$ cat src/rtl/bulb_sequencer.sv
// bulb_sequencer: debounced three-bulb controller with break-before-make gaps and a chase mode.
module bulb_sequencer #(
  parameter int DEBOUNCE_CYCLES = 16,
  parameter int GAP_CYCLES      = 4,
  parameter int CHASE_CYCLES    = 50
) (
  input  logic clk,
  input  logic rst,
  input  logic S,
  input  logic S1,
  input  logic S2,
  output logic B1,
  output logic B2,
  output logic B3,
  output logic gap_active,
  output logic chase_active
);
  localparam int DW = $clog2(DEBOUNCE_CYCLES + 1);
  localparam int GW = $clog2(GAP_CYCLES + 1);
  localparam int CW = $clog2(CHASE_CYCLES + 1);
  typedef enum logic [1:0] {OFF, LIT, GAP, CHASE} state_e;
  state_e        state_q;
  logic [2:0]    meta_q, sync_q, filt_q;
  logic [DW-1:0] db_cnt_q [3];
  logic [GW-1:0] gap_cnt_q;
  logic [CW-1:0] chase_cnt_q;
  logic [2:0]    bulbs_q;
  logic          gap_q, chase_q;
  logic          tgt_none, tgt_chase;
  logic [2:0]    tgt_bulb;
  // Bit 2 carries S, bit 1 S1, bit 0 S2; bulbs are {B1,B2,B3}.
  always_ff @(posedge clk) begin
    if (rst) begin
      meta_q <= '0;
      sync_q <= '0;
      filt_q <= '0;
      for (int i = 0; i < 3; i++) db_cnt_q[i] <= '0;
    end else begin
      meta_q <= {S, S1, S2};
      sync_q <= meta_q;
      for (int i = 0; i < 3; i++)
        if (sync_q[i] == filt_q[i]) db_cnt_q[i] <= '0;
        else if (db_cnt_q[i] == DW'(DEBOUNCE_CYCLES - 1)) begin
          filt_q[i]   <= sync_q[i];
          db_cnt_q[i] <= '0;
        end else db_cnt_q[i] <= db_cnt_q[i] + DW'(1);
    end
  end
  assign tgt_none  = !filt_q[2];
  assign tgt_chase = &filt_q;
  assign tgt_bulb  = (tgt_none || tgt_chase) ? 3'b000 :
                     filt_q[1] ? 3'b100 : filt_q[0] ? 3'b010 : 3'b001;
  always_ff @(posedge clk) begin
    if (rst) begin
      state_q     <= OFF;
      bulbs_q     <= '0;
      gap_q       <= 1'b0;
      chase_q     <= 1'b0;
      gap_cnt_q   <= '0;
      chase_cnt_q <= '0;
    end else begin
      case (state_q)
        OFF:
          if (tgt_chase) begin
            state_q     <= CHASE;
            bulbs_q     <= 3'b100;
            chase_q     <= 1'b1;
            chase_cnt_q <= '0;
          end else if (!tgt_none) begin
            state_q <= LIT;
            bulbs_q <= tgt_bulb;
          end
        LIT:
          if (tgt_none) begin
            state_q <= OFF;
            bulbs_q <= '0;
          end else if (tgt_bulb != bulbs_q) begin
            state_q   <= GAP;
            bulbs_q   <= '0;
            gap_q     <= 1'b1;
            gap_cnt_q <= '0;
          end
        GAP:
          if (tgt_none) begin
            state_q   <= OFF;
            gap_q     <= 1'b0;
            gap_cnt_q <= '0;
          end else if (gap_cnt_q == GW'(GAP_CYCLES - 1)) begin
            state_q     <= tgt_chase ? CHASE : LIT;
            bulbs_q     <= tgt_chase ? 3'b100 : tgt_bulb;
            chase_q     <= tgt_chase;
            gap_q       <= 1'b0;
            gap_cnt_q   <= '0;
            chase_cnt_q <= '0;
          end else gap_cnt_q <= gap_cnt_q + GW'(1);
        CHASE:
          if (tgt_none) begin
            state_q     <= OFF;
            bulbs_q     <= '0;
            chase_q     <= 1'b0;
            chase_cnt_q <= '0;
          end else if (!tgt_chase) begin
            state_q     <= GAP;
            bulbs_q     <= '0;
            chase_q     <= 1'b0;
            gap_q       <= 1'b1;
            gap_cnt_q   <= '0;
            chase_cnt_q <= '0;
          end else if (chase_cnt_q == CW'(CHASE_CYCLES - 1)) begin
            bulbs_q     <= {bulbs_q[0], bulbs_q[2:1]};
            chase_cnt_q <= '0;
          end else chase_cnt_q <= chase_cnt_q + CW'(1);
        default: state_q <= OFF;
      endcase
    end
  end
  assign {B1, B2, B3}  = bulbs_q;
  assign gap_active    = gap_q;
  assign chase_active  = chase_q;
endmodule

$ cat config.mk
export PLATFORM = sky130hd
export DESIGN_NAME = bulb_sequencer
export DESIGN_NICKNAME = d
export VERILOG_FILES = /design/src/rtl/bulb_sequencer.sv
export SDC_FILE = /design/constraint.sdc
export NUM_CORES = 1
export LEC_CHECK = 0
export ABC_AREA = 1
export CAP_MARGIN = 15
export CORE_ASPECT_RATIO = 1.5
export CORE_MARGIN = 2
export CORE_UTILIZATION = 40
export CTS_CLUSTER_DIAMETER = 150
export DETAILED_ROUTE_END_ITERATION = 6
export PLACE_DENSITY = 0.68
export SLEW_MARGIN = 40
export SYNTH_ARGS = -nofsm -noshare
export SYNTH_HDL_FRONTEND = slang
export SYNTH_SLANG_ARGS = --single-unit
$ cat constraint.sdc
create_clock -name clk -period 1.8 [get_ports clk]
set_clock_uncertainty 0.1 [all_clocks]
set_input_delay 0.36 -clock clk [delete_from_list [all_inputs] [get_ports clk]]
set_output_delay 0.36 -clock clk [all_outputs]
set_load 0.02 [all_outputs]
=== Word-level counts from Yosys, hierarchy flattened ===
Memories as Yosys holds them, arrays and structs flattened.
Index checks and enable logic that the tools add are counted.

* Register bits: 25
* RAM bits: 15
* Input port bits: 5
* Output and inout bits: 5
* Memories kept: 1

* Add/subtract/negate cells: 5
* Eq/ne operators: 24
* Multiplexer cells: 94
* Bitwise operators: 12
* Reductions and logical operators: 15

{| class="wikitable"
|+ Memories
! memory !! depth !! bits a word !! rd ports !! clocked after Yosys merged registers in !! wr ports !! line !! source
|-
| db_cnt_q || 3 || 5 || 3 || 0 || 3 || 24 || <nowiki>logic [DW-1:0] db_cnt_q [3];</nowiki>
|}

{| class="wikitable"
|+ Operators by type and width
! operator !! number
|-
| $mux 3 || 17
|-
| $mux 1 || 46
|-
| $mux 5 || 9
|-
| $mux 6 || 6
|-
| $mux 2 || 10
|-
| $pmux 6 s3 || 1
|-
| $add 5x1->5 const B || 3
|-
| $eq 5x4->1 const B || 3
|-
| $reduce_and 5->1 || 3
|-
| $ne 2x2->1 const B || 7
|-
| $ne 3x3->1 const B || 4
|-
| $pmux 3 s4 || 1
|-
| $or 1x1->1 || 9
|-
| $pmux 3 s3 || 1
|-
| $pmux 2 s4 || 1
|-
| $reduce_and 4->1 || 2
|-
| $add 6x1->6 const B || 1
|-
| $eq 6x6->1 const B || 1
|-
| $pmux 1 s3 || 2
|-
| $reduce_and 2->1 || 3
|-
| $reduce_and 6->1 || 1
|-
| $reduce_bool 3->1 || 2
|-
| $eq 2x2->1 const B || 2
|-
| $ne 4x4->1 const B || 1
|-
| other kinds (10) || 14
|}

=== Logic depth before layout (Yosys ltp) ===
* Word-level depth: 7
* Mapped depth: 13
* Gate-level depth less buffers: 13

=== Worst setup path before layout ===
No wires, ideal clock.

* Kind: register to register
* Start point: mem db_cnt_q[2][0] (netlist bit)
* End point: mem db_cnt_q[2][3] (netlist bit), data pin
* Arrival: 1360 ps
* Data required time: 1554 ps
* Setup slack: 194 ps
* Stages on the path, launching flop included: 9
* Path buffers: 0
* Clock period less this slack: 1606 ps
* Cell sequence: edfxtp_1 ha_1 nand2_1 nor2_1 ha_1 inv_1 o211ai_1 o21bai_1 a21oi_1

{| class="wikitable"
|+ RTL lines
! element !! line
|-
| start, declared || 24
|}

=== Worst setup path after layout ===
* Start point: reg bulbs_q[0]
* End point: out B3

{| class="wikitable"
|+ RTL lines
! element !! line !! source
|-
| start, declared || 27 || <nowiki>logic [2:0] bulbs_q;</nowiki>
|-
| start signal, assigned || 71 || <nowiki>bulbs_q <= tgt_bulb;</nowiki>
|-
| start signal, assigned || 90 || <nowiki>bulbs_q <= tgt_chase ? 3'b100 : tgt_bulb;</nowiki>
|-
| start signal, assigned || 110 || <nowiki>bulbs_q <= {bulbs_q[0], bulbs_q[2:1]};</nowiki>
|-
| end, declared || 14 || <nowiki>output logic B3,</nowiki>
|}

No word-level cell between the ends.

==> out/qor.yml <==
place:
  dpl.cell_count: 343
  pre_cts_ws_ns: 0.005439
  portBuffers: 9
  dpl_cell_area_mm2: 0.002318
  gp_congestion: 0.8271
  dp_hpwl_um: 2813
critical_path:
  endpoint: "B3"
  endpoint_kind: "primary output"
  crit_type: "reg2out"
  cpLargestDelayFamily: "buffers and inverters"
  r2r_end: "gap_cnt_q[2]$_SDFFE_PP0P_"
  cp_num_cells: 1
  cp.buffers_inverters: 1
  cp.required_ns: 1.34
  regToRegSetupSlack_ns: 0.12
  arrival_ns: 1.31
  r2r.worst_path.cells: 12
  worstPathCellList: "clkdlybuf4s50_1"
  worstPathMaxFanout: 4
  cp_slowest_cell: "clkdlybuf4s50_1"
  cp-start-kind: "flop"
  cp-startpoint: "bulbs_q[0]$_SDFFE_PP0P_"
  rr_startpoint: "filt_q[2]$_SDFFE_PP0N_"
  max_stage_delay_ns: 0.63
grt:
  grt_overflow: 0
  antenna_found_initial: 0
  grt_start_max_net_pins: 13
  grt_pass1_vias: 1572
  grt_usage_pct: 14.52
  grt_pass1_wl_um: 6603
synth:
  synth.most_common_cell: "inv_1"
  synth_area_mm2: 0.002057
  ys_ff_latch: 40
  syn_inst: 248
  ys_seq_area_share_pct: 46.23
  async_reset_ff_share_pct: 0
  synth_cell_types: 37
  synth_area_leaders: "dfxtp_1 24%, edfxtp_1 22%, inv_1 7.1%"
  yosys.area.top_type_share_pct: 24.33
  ys.flop_type: "dfxtp_1"
  synth-edff-count: 15
  synth_common_cells: "39 x inv_1, 38 x nand2_1, 31 x nor2_1"
  avgSynthCellArea_um2: 8.294
  synth_warnings: 0
  synth_top_area_cell: "dfxtp_1"
power:
  p_per_area_mw_per_mm2: 708.0
  p_int_mw: 1.398
  switching_share_pct: 20.64
  finalPower_mw: 1.761
  clkPwrFrac_pct: 40.4
  p_leak_nw: 1.104
  ir_drop_mv: 0.6288
  p_switching_mw: 0.3634
  power_frac_seq_pct: 55.1
  p_comb_share_pct: 4.5
timing:
  min_period_over_period_pct: 98.23
  whs_ns: 0.3028
  final.setup.tns_ns: 0
  period_needed_ns: 1.768
  fin_ws_ns: 0.03192
  drv_slew: 0
  hold_viol: 0
  fmax_mhz: 565.6
  setup_viol: 0
route:
  drc: 0
  vias: 1649
  wl_met2_um: 2049
  avgRoutedWirePerCell_um: 10.69
  met3_length_um: 105
  drt_wl_total_um: 3794
  vias_per_cell: 4.645
  antenna_left: 0
  wl_met1_um: 1540
  top_layer_used: "met4"
  drt_iter0_markers: 33
  firstDrtPassIters: 4
outcome:
  outcome: "complete, no violations"
clock_network:
  cts_made_buffers: 5
  cts-root-buf: "clkbuf_8"
  clock_latency_ns: 0.30
  cts.sinks: 40
  htreeDepth: 2
  cts_tree: "built"
  cts.clk_slew.worst_paths_ns: 0.07
  cts_buffer_depth: 2
flow_run:
  maxCapViolations: 0
layout:
  area.growth.synth_to_final_pct: 20.92
  nNetsFinal: 300
  final_cell_count_no_fill: 355
  n_antenna_cell: 0
  fin_area_mm2: 0.002487
  fin_util_pct: 49.31
  drive_above_1_share_pct: 17.07
min_path:
  min-delay-path-class: "reg2reg"
floorplan:
  dieHeight_um: 91.83
  die_w_um: 62.55
  start_util_pct: 40.77
  dieArea_mm2: 0.005744
  coreArea_mm2: 0.005045
  rows: 32
  ioPinCount: 10
## worst min-delay path by stage
stage	start	to	slack, ns	cells past startpoint
after global placement	meta_q[2]$_SDFF_PP0_	sync_q[2]$_SDFF_PP0_	0.29	2
after CTS	meta_q[2]$_SDFF_PP0_	sync_q[2]$_SDFF_PP0_	0.31	2
after detailed placement	meta_q[2]$_SDFF_PP0_	sync_q[2]$_SDFF_PP0_	0.30	2
after floorplan	meta_q[0]$_SDFF_PP0_	sync_q[0]$_SDFF_PP0_	0.29	2
after global routing	meta_q[2]$_SDFF_PP0_	sync_q[2]$_SDFF_PP0_	0.31	2
final	meta_q[2]$_SDFF_PP0_	sync_q[2]$_SDFF_PP0_	0.30	2
## worst min-delay path: stages, from the launching register on
cell and delay, ns:
dfxtp_1 0.30, inv_1 0.04, nor2_1 0.03
## cell usage in the layout (no fill, tap or decap), types with 7 or more instances in the layout
master / count
clkdlybuf4s50_1: 7
nor2_1: 27
dfxtp_1: 24
edfxtp_1: 15
conb_1: 15
inv_1: 37
buf_4: 11
nand3_1: 17
a21oi_1: 14
nand2_1: 38
o21ai_0: 10
## what timing repair did
action,4_1_cts,5_1_grt
buffers inserted,0,4
endpoints found under the setup margin,0,18
gates resized for setup,0,14
hold buffers,0,0
## final cells by class
cell class	count	area, um^2
Fill cell	517	2557
Multi-Input combinational cell	175	1001
Sequential cell	40	952.2
Timing Repair Buffer	20	177.7
Inverter	44	165.2
Tap cell	68	85.08
Clock buffer	5	68.82
Clock inverter	3	37.54
## power groups by stage
stage               sequential, mW  combinational, mW  clock (mW)
floorplan                    0.988             0.0465           0
global placement             0.991             0.0695           0
detailed placement           0.992             0.0709           0
CTS                          0.971             0.0715       0.729
global route                 0.973             0.0934       0.758
finish                       0.970             0.0797       0.711
## layer usage
layer	up-vias	GRT usage, %
met5	-	0
met4	0	8.519
met3	10	3.067
met2	27	25.54
met1	741	15.91
li1	871	-
## flip-flops by register name (all words and copies together), names as in the netlist
| name | count |
|---|---|
| gap_active | 1 |
| gap_cnt_q | 3 |
| bulbs_q | 3 |
| chase_cnt_q | 6 |
| state_q | 2 |
| meta_q | 3 |
| sync_q | 3 |
| chase_active | 1 |
| db_cnt_q | 15 |
| filt_q | 3 |
## kinds of logic (layout without fill, tap and decap cells)
logic type,after synthesis,count (layout),share of synthesized area [%]
simple gates,109,109,26.58
buf+inv,47,72,8.941
compound gates,40,40,11.74
flops,40,40,46.23
fa+ha+maj,9,9,5.475
xor+xnor,2,2,0.8517
other cells,1,15,0.1823
Note: power is estimated with default switching activity, not from simulation.
